--- src/rtl/muldiv_sequencer.sv ---
// muldiv_sequencer: iterative multiply/divide unit for the EX stage.
// Decodes the HI/LO funct codes, runs a WIDTH-cycle shift-add multiply or
// restoring divide, owns HI/LO and stalls colliding HI/LO accesses.
module muldiv_sequencer #(
  parameter int WIDTH = 32
) (
  input  logic             clk,
  input  logic             reset,
  input  logic             en,
  input  logic [5:0]       funct,
  input  logic [WIDTH-1:0] srca,
  input  logic [WIDTH-1:0] srcb,
  input  logic             flush,
  output logic             busy,
  output logic             stall,
  output logic             done,
  output logic [WIDTH-1:0] mdout
);

  localparam int CW = (WIDTH > 1) ? $clog2(WIDTH) : 1;

  localparam logic [5:0] F_MFHI = 6'b010000;

  typedef enum logic [1:0] {IDLE, RUN, FIX} state_t;

  state_t           state, state_nxt;

  // Architectural and operation registers
  logic [WIDTH-1:0] hi, lo;
  logic [CW-1:0]    cnt;
  logic [WIDTH:0]   acc;       // multiply: running upper half; divide: partial remainder
  logic [WIDTH-1:0] q;         // multiply: multiplier/low product; divide: dividend/quotient
  logic [WIDTH-1:0] mag_b;     // multiplicand or divisor magnitude
  logic             is_div;
  logic             neg_res;   // product/quotient sign
  logic             neg_rem;   // remainder follows the dividend sign
  logic             div_zero;

  // Decode: 0110xx starts an op, 0100xx is MFHI/MTHI/MFLO/MTLO
  logic is_start, is_mfmt, is_mt, is_hilo;
  assign is_start = (funct[5:2] == 4'b0110);
  assign is_mfmt  = (funct[5:2] == 4'b0100);
  assign is_mt    = is_mfmt & funct[0];
  assign is_hilo  = is_start | is_mfmt;

  // Read port: MFHI selects HI, everything else shows LO
  assign mdout = (en && funct == F_MFHI) ? hi : lo;

  // Operand magnitudes for the signed variants (funct[0]==0 is signed)
  logic             sgn, sa, sb;
  logic [WIDTH-1:0] abs_a, abs_b;
  assign sgn   = ~funct[0];
  assign sa    = sgn & srca[WIDTH-1];
  assign sb    = sgn & srcb[WIDTH-1];
  assign abs_a = sa ? -srca : srca;
  assign abs_b = sb ? -srcb : srcb;

  // State register
  always_ff @(posedge clk or posedge reset) begin
    // NOTE: sequential state uses non-blocking (<=) so every register samples pre-edge values.
    if (reset) state <= IDLE;
    else       state <= state_nxt;
  end

  // Next-state and status outputs
  always_comb begin
    // NOTE: every output gets a default first so no path can infer a latch.
    state_nxt = state;
    busy      = (state != IDLE);
    stall     = (state != IDLE) & en & is_hilo;
    done      = 1'b0;
    case (state)
      IDLE: if (en && is_start && !flush) state_nxt = RUN;
      RUN: begin
        if (flush)           state_nxt = IDLE;
        else if (cnt == '0)  state_nxt = FIX;
      end
      FIX: begin
        state_nxt = IDLE;
        done      = ~flush;
      end
      default: state_nxt = IDLE;
    endcase
  end

  // One iteration of shift-add multiply or restoring divide
  logic [WIDTH:0]   step_acc, mul_sum, div_sh;
  logic [WIDTH-1:0] step_q;
  logic [WIDTH+1:0] div_diff;
  always_comb begin
    step_acc = acc;
    step_q   = q;
    mul_sum  = '0;
    div_sh   = '0;
    div_diff = '0;
    if (!is_div) begin
      mul_sum  = acc + (q[0] ? {1'b0, mag_b} : '0);
      step_acc = {1'b0, mul_sum[WIDTH:1]};
      step_q   = {mul_sum[0], q[WIDTH-1:1]};
    end else begin
      div_sh   = {acc[WIDTH-1:0], q[WIDTH-1]};
      div_diff = {1'b0, div_sh} - {2'b00, mag_b};
      if (!div_diff[WIDTH+1]) begin
        step_acc = div_diff[WIDTH:0];
        step_q   = {q[WIDTH-2:0], 1'b1};
      end else begin
        step_acc = div_sh;
        step_q   = {q[WIDTH-2:0], 1'b0};
      end
    end
  end

  // Sign correction of the finished result
  logic [2*WIDTH-1:0] prod, prod_s;
  logic [WIDTH-1:0]   quo, rem, res_hi, res_lo;
  always_comb begin
    prod   = {acc[WIDTH-1:0], q};
    prod_s = neg_res ? -prod : prod;
    quo    = div_zero ? '1 : (neg_res ? -q : q);
    rem    = neg_rem ? -acc[WIDTH-1:0] : acc[WIDTH-1:0];
    res_hi = is_div ? rem : prod_s[2*WIDTH-1:WIDTH];
    res_lo = is_div ? quo : prod_s[WIDTH-1:0];
  end

  // Datapath: operand latch, iteration, MT writes and result write-back
  always_ff @(posedge clk or posedge reset) begin
    if (reset) begin
      hi       <= '0;
      lo       <= '0;
      cnt      <= '0;
      acc      <= '0;
      q        <= '0;
      mag_b    <= '0;
      is_div   <= 1'b0;
      neg_res  <= 1'b0;
      neg_rem  <= 1'b0;
      div_zero <= 1'b0;
    end else begin
      case (state)
        IDLE: begin
          if (en && !flush) begin
            if (is_start) begin
              cnt      <= CW'(WIDTH - 1);
              acc      <= '0;
              q        <= abs_a;
              mag_b    <= abs_b;
              is_div   <= funct[1];
              neg_res  <= sa ^ sb;
              neg_rem  <= sa;
              div_zero <= (srcb == '0);
            end else if (is_mt) begin
              if (funct[1]) lo <= srca;
              else          hi <= srca;
            end
          end
        end
        RUN: begin
          if (!flush) begin
            acc <= step_acc;
            q   <= step_q;
            if (cnt != '0) cnt <= cnt - CW'(1);
          end
        end
        FIX: begin
          if (!flush) begin
            hi <= res_hi;
            lo <= res_lo;
          end
        end
        default: ;
      endcase
    end
  end

endmodule

--- config.mk ---
export PLATFORM = sky130hd
export DESIGN_NAME = muldiv_sequencer
export DESIGN_NICKNAME = d
export VERILOG_FILES = /design/src/rtl/muldiv_sequencer.sv
export SDC_FILE = /design/constraint.sdc
export NUM_CORES = 1
export LEC_CHECK = 0
export BUFFER_PORTS_ARGS = -buffer_cell sky130_fd_sc_hd__buf_2
export CORE_ASPECT_RATIO = 1.75
export CORE_UTILIZATION = 55
export DETAILED_ROUTE_END_ITERATION = 6
export GPL_ROUTABILITY_DRIVEN = 0
export PLACE_DENSITY = 0.74
export SLEW_MARGIN = 0
export SYNTH_ARGS = -nofsm -noshare
export SYNTH_HDL_FRONTEND = slang
export SYNTH_SLANG_ARGS = --single-unit
--- constraint.sdc ---
create_clock -name clk -period 9.3 [get_ports clk]
set_clock_uncertainty 0.05 [all_clocks]
set_input_delay 1.86 -clock clk [delete_from_list [all_inputs] [get_ports clk]]
set_output_delay 1.86 -clock clk [all_outputs]
set_load 0.1 [all_outputs]
======== After elaboration in Yosys (flattened, before gate mapping) ========
Index checks and enable logic that the tools add are counted.
operators by class
  add/subtract/negate cells ............... 8
  equality and inequality tests ........... 16
  multiplexer cells ....................... 44
  bitwise logic cells ..................... 9
  reductions and logical operators ........ 18
operators with widths
  kind                   number
  $mux W32               23
  $pmux W32 S2           3
  $mux W33               5
  $neg A32 Y32           4
  $pmux W33 S2           1
  $mux W64               1
  $neg A64 Y64           1
  $sub A33 B32 Y34       1
  $add A33 B32 Y33       1
  $logic_not A32 Y1      1
  $mux W5                4
  $ne A2 B2 Y1 const B   10
  $reduce_and A6 Y1      2
  $pmux W5 S2            1
  $eq A4 B3 Y1 const B   2
  $eq A6 B5 Y1 const B   1
  $mux W2                3
  $reduce_bool A2 Y1     3
  $and A1 B1 Y1          5
  $logic_not A5 Y1       1
  $reduce_and A5 Y1      1
  $reduce_bool A5 Y1     1
  $sub A5 B1 Y5 const B  1
  $logic_and A1 B1 Y1    4
  other kinds (13)       15
storage, ports and cells
  flip-flop bits (word level) ............. 172
  input port bits ......................... 74
  output and inout port bits .............. 35
  word-level logic and storage cells ...... 106

======== Logic depth before layout (Yosys ltp) ========
Gate-level depths: netlist (run 1).
  depth after elaboration ................. 6
  mapped depth ............................ 14
  gate-level depth less buffers ........... 13

======== Least setup slack after synthesis (run 1) ========
No wires, ideal clock.
  kind .................................... input-to-output
  start ................................... in funct[2]
  end ..................................... out done
  arrival time ............................ 4023 ps
  setup slack ............................. 3367 ps
  stages on the path ...................... 8
  path buffers ............................ 1
  cell sequence ........................... nor2_1 -> nand3_1 -> nor2_1 -> nand2_1 -> nor2_1 -> o21ai_0 -> clkbuf_1 -> nor2b_1
RTL lines
  what             line  text
  start, declared  10    input logic [5:0] funct,
  end, declared    16    output logic done,

==> results of run 1 <==
-- area by class of cell --
| cell class | count | area share |
|---|---|---|
| inverter | 65 | 0.0154 |
| tap | 324 | 0.0251 |
| multi-input combinational | 1519 | 0.613 |
| clock buffer | 21 | 0.0279 |
| timing repair buffer | 127 | 0.0424 |
| sequential | 172 | 0.267 |
| clock inverter | 10 | 0.00877 |
-- worst min-delay path: stages (launching register included) --
cell	delay [ps]
dfrtp_1	340
nand2_1	40
o21ai_0	60
-- registers in the layout, indices dropped and copies added, names as in the netlist, 2 cells and up --
signal / count
acc: 33
hi: 32
lo: 32
mag_b: 32
q: 32
cnt: 5
state: 2
-- stage by stage --
stage	cell area [um^2]	setup WS, ps	utilization
floorplan	14800	2730	-
global placement	15500	3670	0.586
detailed placement	15500	3590	0.586
CTS	16100	3590	0.609
global route	16100	3430	0.609
finish	16100	3580	0.609
-- power by group through the flow --
stage	clock (mW)	combinational (mW)	sequential, mW
final	0.745	2.47	1.23
after global routing	0.778	2.68	1.25
after CTS	0.749	2.43	1.22
after detailed placement	0	2.41	1.23
after global placement	0	2.36	1.22
after floorplan	0	1.98	1.09
-- worst paths after layout --
check / start / to / slack (ps) / cells past startpoint
setup / recovery: funct[2] / done / 3580 / 10
hold / removal: lo[10] / lo[10] / 420 / 2
setup reg to reg: q[0] / hi[30] / 4300 / 12
hold reg to reg: lo[10] / lo[10] / 420 / 2
max in group asynchronous: reset / is_div / 6090 / 3
min in group asynchronous: reset / lo[3] / 1500 / 2
-- synthesized netlist by cell type, drive strengths merged (38+ instances only) --
| library cell | count |
|---|---|
| a21oi | 95 |
| clkbuf | 91 |
| dfrtp | 172 |
| ha | 70 |
| inv | 65 |
| mux2i | 70 |
| nand2 | 257 |
| nor2 | 123 |
| o21ai | 258 |
| o22ai | 38 |
| xnor2 | 119 |
| xor2 | 50 |
-- cell families after synthesis --
family / after synthesis / synth area share
muxes: 104 / 0.0731
buffers and inverters: 179 / 0.0466
adders and majority gates: 72 / 0.0618
and+or+nand+nor: 578 / 0.180
xor gates and xnor gates: 169 / 0.0999
AOI/OAI and AO/OA: 596 / 0.248
DFF: 172 / 0.291
-- per-layer routing --
metal,routed length (um),part of all wire,vias up,track usage
met5,0,0,-,0
met3,2300,0.051,187,0.0541
met4,2910,0.065,0,0.237
met1,16500,0.37,6778,0.350
li1,-,-,6800,-
met2,22900,0.51,585,0.599
==> run_results.csv, run 1 <==
group,metric,value,unit
floorplan,io_pins,109,
pwr,p_leak,7.08,nW
global_routing,antenna_found_initial,0,
final_layout,multiInputGateArea,9880,um^2
global_routing,track_usage,0.332,
clocking,cts_tree,"built",
clocking,cts_buffer_depth,2,
clocking,holdBufCountCts,0,
timing,worstMarginPinSlew,1170,ps
pwr,ir_drop,0.168,mV
detailed_routing,first_pass_iters,5,
worst_setup_path,path_buf_inv,3,
worst_setup_path,cp-end-kind,"output port",
detailed_routing,via_per_inst,6.41,
logic_synthesis,ys_ff_latch,172,
logic_synthesis,async_flop_share,1.00,
detailed_routing,drt_iter0_drc,1133,
pwr,pwr-share-comb,0.556,
logic_synthesis,synth-edff-count,0,
final_layout,diodes,0,
logic_synthesis,synth_top_cells_by_area,"dfrtp_1 29%, o21ai_0 8.6%, xnor2_1 7.0%, nand2_1 6.5%, ha_1 5.9%",
final_layout,drive_gt1_frac,0.115,
logic_synthesis,synth.distinct_cells,70,
worst_hold_path,hold_class,"flop to flop",
logic_synthesis,netlist.area_leader.share,0.291,
clocking,ctsResizeCount,0,
pwr,p_sw_frac,0.482,
flow_run,drv_cap,0,
timing,fin_crit_sh,0.615,
clocking,root_buffer,"clkbuf_16",
logic_synthesis,syn_area_per_cell,7.92,um^2
floorplan,dieArea,27600,um^2
floorplan,die_width,126,um
worst_setup_path,slowest_stage,"buf_2",
timing,slew_headroom,0.220,
worst_setup_path,cp_top_family,"simple AND/OR/NAND/NOR gates",
clocking,clk_pin_slew,70,ps
timing,final_max_slew_viol_count,0,
worst_setup_path,crit_path_max_incr_delay,490,ps
logic_synthesis,syn-instance-count,1870,
pwr,p_seq_frac,0.276,
timing,hold_viol,0,
logic_synthesis,ys_warn_count,0,
final_layout,final-seq-area,4310,um^2
timing,fin_tns_setup,0,ps
placed_design,dp_cells,2207,
logic_synthesis,ys_seq_area_frac,0.291,
timing,max_freq,0.175,GHz
placed_design,place_hpwl,32900,um
timing,final-setup-viol-count,0,
worst_setup_path,required,7390,ps
logic_synthesis,synth_top_cell_by_area,"dfrtp_1",
clocking,cts_sinks,172,
timing,rsz0062_at_grt,"false",
worst_setup_path,crit_fanout,65,
pwr,p_per_area,276,nW/um^2
global_routing,grt_max_degree,101,
logic_synthesis,synthFlopType,"dfrtp_1",
floorplan,core.rowCount,79,
detailed_routing,ant_nets,0,
global_routing,grt_pass1_wl,71800,um
pwr,total_power,4.44,mW
outcome,status,"finished clean",
detailed_routing,via_count,14350,
worst_setup_path,worstPathCellList,"buf_2 -> nor2_1 -> nand3_1 -> nor2_1 -> nand2_1 -> nor2_1 -> o21ai_4 -> buf_4 -> nor2b_1 -> buf_2",
final_layout,syn_to_final_growth,8.83,%
worst_setup_path,path_common_cell,"nor2_1",
floorplan,core,26500,um^2
floorplan,initial_utilization,0.559,
detailed_routing,drc,0,
final_layout,final_common_cell,"nand2_1",
clocking,cts_inserted_buffers,17,
final_layout,nFillCells,2432,
pwr,clkPwrFrac,0.168,
detailed_routing,wire_per_inst,20.0,um
clocking,htree_levels,4,
pwr,internal-power,2.30,mW
global_routing,grt_pass1_vias,14056,
logic_synthesis,syn_nets,2016,
timing,fin_crit,5720,ps
placed_design,portBuffers,108,
floorplan,die-height,219,um
pwr,p_sw,2.14,mW
final_layout,layout_common_cells,"257 x nand2_1, 252 x o21ai_0, 171 x dfrtp_1, 123 x nor2_1, 119 x xnor2_1",
detailed_routing,drt_wl_total,44700,um
worst_setup_path,critPathLaunchType,"input pin",
global_routing,gr-total-overflow,0,
timing,fin_hold_ws,424,ps
logic_synthesis,synth_area,14800,um^2
clocking,clock_latency,470,ps
final_layout,nNetsFinal,2048,
clocking,cts_setup_buffers,0,
worst_setup_path,worstSetupPathType,"input pin to output port",
final_layout,stdcell_count,2238,
worst_setup_path,crit_arrival,3810,ps
(Power assumes the default switching activity.)
==> run 2: changes to the inputs <==
Clock period 9.3 ns to 6 ns, I/O delays scaled along.
==> run 2 against run 1 <==
Against the previous run: count of clock-buffer cells in the layout grew 1; sequential share of layout area about the same; critical path depth is the same; sequential power up 55%; clock power up 57%; non-clock buffer count stayed put; sequential cell count is the same; worst hold slack gained 1.1 ps; via count is essentially flat; combinational power grew 55%; cell area about the same; largest cell class unchanged; largest power group unchanged; highest routed layer unchanged.
==> run_results.csv, run 2 (same netlist as run 1, synthesis figures left out) <==
group,metric,value,unit
outcome,status,"finished clean",
timing,final-setup-viol-count,0,
global_routing,track_usage,0.334,
final_layout,final_common_cell,"nand2_1",
final_layout,drive_gt1_frac,0.115,
detailed_routing,drt_wl_total,44600,um
placed_design,place_hpwl,33200,um
detailed_routing,via_per_inst,6.41,
detailed_routing,drc,0,
timing,rsz0062_at_grt,"false",
detailed_routing,via_count,14363,
worst_setup_path,worstSetupPathType,"input pin to output port",
timing,fin_tns_setup,0,ps
pwr,ir_drop,0.262,mV
worst_setup_path,cp-end-kind,"output port",
flow_run,drv_cap,0,
clocking,cts_setup_buffers,0,
clocking,cts_tree,"built",
timing,fin_crit_sh,0.745,
detailed_routing,wire_per_inst,19.9,um
final_layout,layout_common_cells,"257 x nand2_1, 252 x o21ai_0, 171 x dfrtp_1, 123 x nor2_1, 119 x xnor2_1",
clocking,root_buffer,"clkbuf_16",
placed_design,portBuffers,108,
worst_setup_path,crit_fanout,65,
timing,hold_viol,0,
final_layout,syn_to_final_growth,8.91,%
floorplan,die-height,219,um
clocking,clock_latency,470,ps
final_layout,nNetsFinal,2048,
worst_setup_path,crit_path_max_incr_delay,500,ps
clocking,clk_pin_slew,70,ps
final_layout,diodes,0,
timing,max_freq,0.224,GHz
timing,slew_headroom,0.210,
clocking,cts_buffer_depth,2,
floorplan,dieArea,27600,um^2
global_routing,gr-total-overflow,0,
worst_setup_path,critPathLaunchType,"input pin",
timing,final_max_slew_viol_count,0,
global_routing,grt_max_degree,101,
floorplan,initial_utilization,0.559,
final_layout,top_register,"acc",
detailed_routing,ant_nets,0,
global_routing,grt_pass1_vias,14094,
clocking,cts_inserted_buffers,17,
worst_setup_path,crit_arrival,3220,ps
pwr,p_leak,7.08,nW
global_routing,antenna_found_initial,0,
global_routing,grt_pass1_wl,72400,um
detailed_routing,first_pass_iters,5,
pwr,p_per_area,428,nW/um^2
clocking,ctsResizeCount,0,
floorplan,core.rowCount,79,
floorplan,core,26500,um^2
worst_hold_path,hold_class,"flop to flop",
timing,worstMarginPinSlew,1180,ps
timing,fin_crit,4470,ps
floorplan,io_pins,109,
worst_setup_path,slowest_stage,"buf_2",
final_layout,largest_register_ffs,33,
floorplan,die_width,126,um
clocking,cts_sinks,172,
clocking,htree_levels,4,
worst_setup_path,required,4750,ps
worst_setup_path,path_common_cell,"nor2_1",
detailed_routing,drt_iter0_drc,1110,
worst_setup_path,worstPathCellList,"buf_2 -> nor2_1 -> nand3_1 -> nor2_1 -> nand2_1 -> nor2_1 -> o21ai_4 -> buf_4 -> nor2b_1 -> buf_2",
final_layout,fin_util,0.609,
clocking,holdBufCountCts,0,
[run 2: cell count changes in the layout (fill, tap and decap cells not counted)]
cell | before | now
clkbuf_8 | 1 | 2
clkinv_4 | 2 | 1
clkinvlp_4 | 2 | 3
[run 2: metrics by stage]
step / power, mW / cells / cell area, um^2 / setup WS [ps] / hold WS [ps]
CTS: 6.84 / 2239 / 16100 / 1560 / 432
detailed placement: 5.65 / 2207 / 15500 / 1560 / 416
floorplan: 4.75 / 1870 / 14800 / 89.9 / 394
global placement: 5.56 / 2207 / 15500 / 1630 / 408
finish: 6.90 / 2239 / 16100 / 1530 / 426
global route: 7.34 / 2239 / 16100 / 1360 / 452
[run 2: final cells by class]
class / instances / area (um^2)
clock buffers: 22 / 464
clock inverters: 10 / 140
fillers: 2443 / 10400
inverters: 65 / 249
multi-input cells: 1519 / 9880
flip-flops and latches: 172 / 4310
well taps: 324 / 405
repair buffers: 127 / 683
[run 2: path summary, 6_finish.rpt]
| check | startpoint | endpoint | slack [ps] | cells after the start |
|---|---|---|---|---|
| setup / recovery | funct[2] | done | 1530 | 10 |
| hold / removal | lo[15] | lo[15] | 430 | 2 |
| setup reg to reg | q[31] | acc[25] | 1830 | 13 |
| hold reg to reg | lo[15] | lo[15] | 430 | 2 |
| max in group asynchronous | reset | mag_b[28] | 3960 | 3 |
| min in group asynchronous | reset | lo[2] | 840 | 2 |
[run 2: per-layer routing]
layer  vias to the layer above  track usage  share of wire
li1                       6802            -              -
met1                      6784        0.348           0.36
met2                       583        0.607           0.52
met3                       194       0.0529          0.052
met4                         0        0.237          0.066
met5                         -            0              0
[run 2: worst max-delay path, delay by kind of cell]
kind / cells / cell delay, ps
AOI/OAI and AO/OA: 1 / 60
and+or+nand+nor: 6 / 1000
buffers and inverters: 3 / 910
[run 2: where the power goes]
part	switching [mW]	internal, mW
Clock	0.491	0.676
Combinational	2.38	1.45
Sequential	0.453	1.45
Total	3.32	3.58
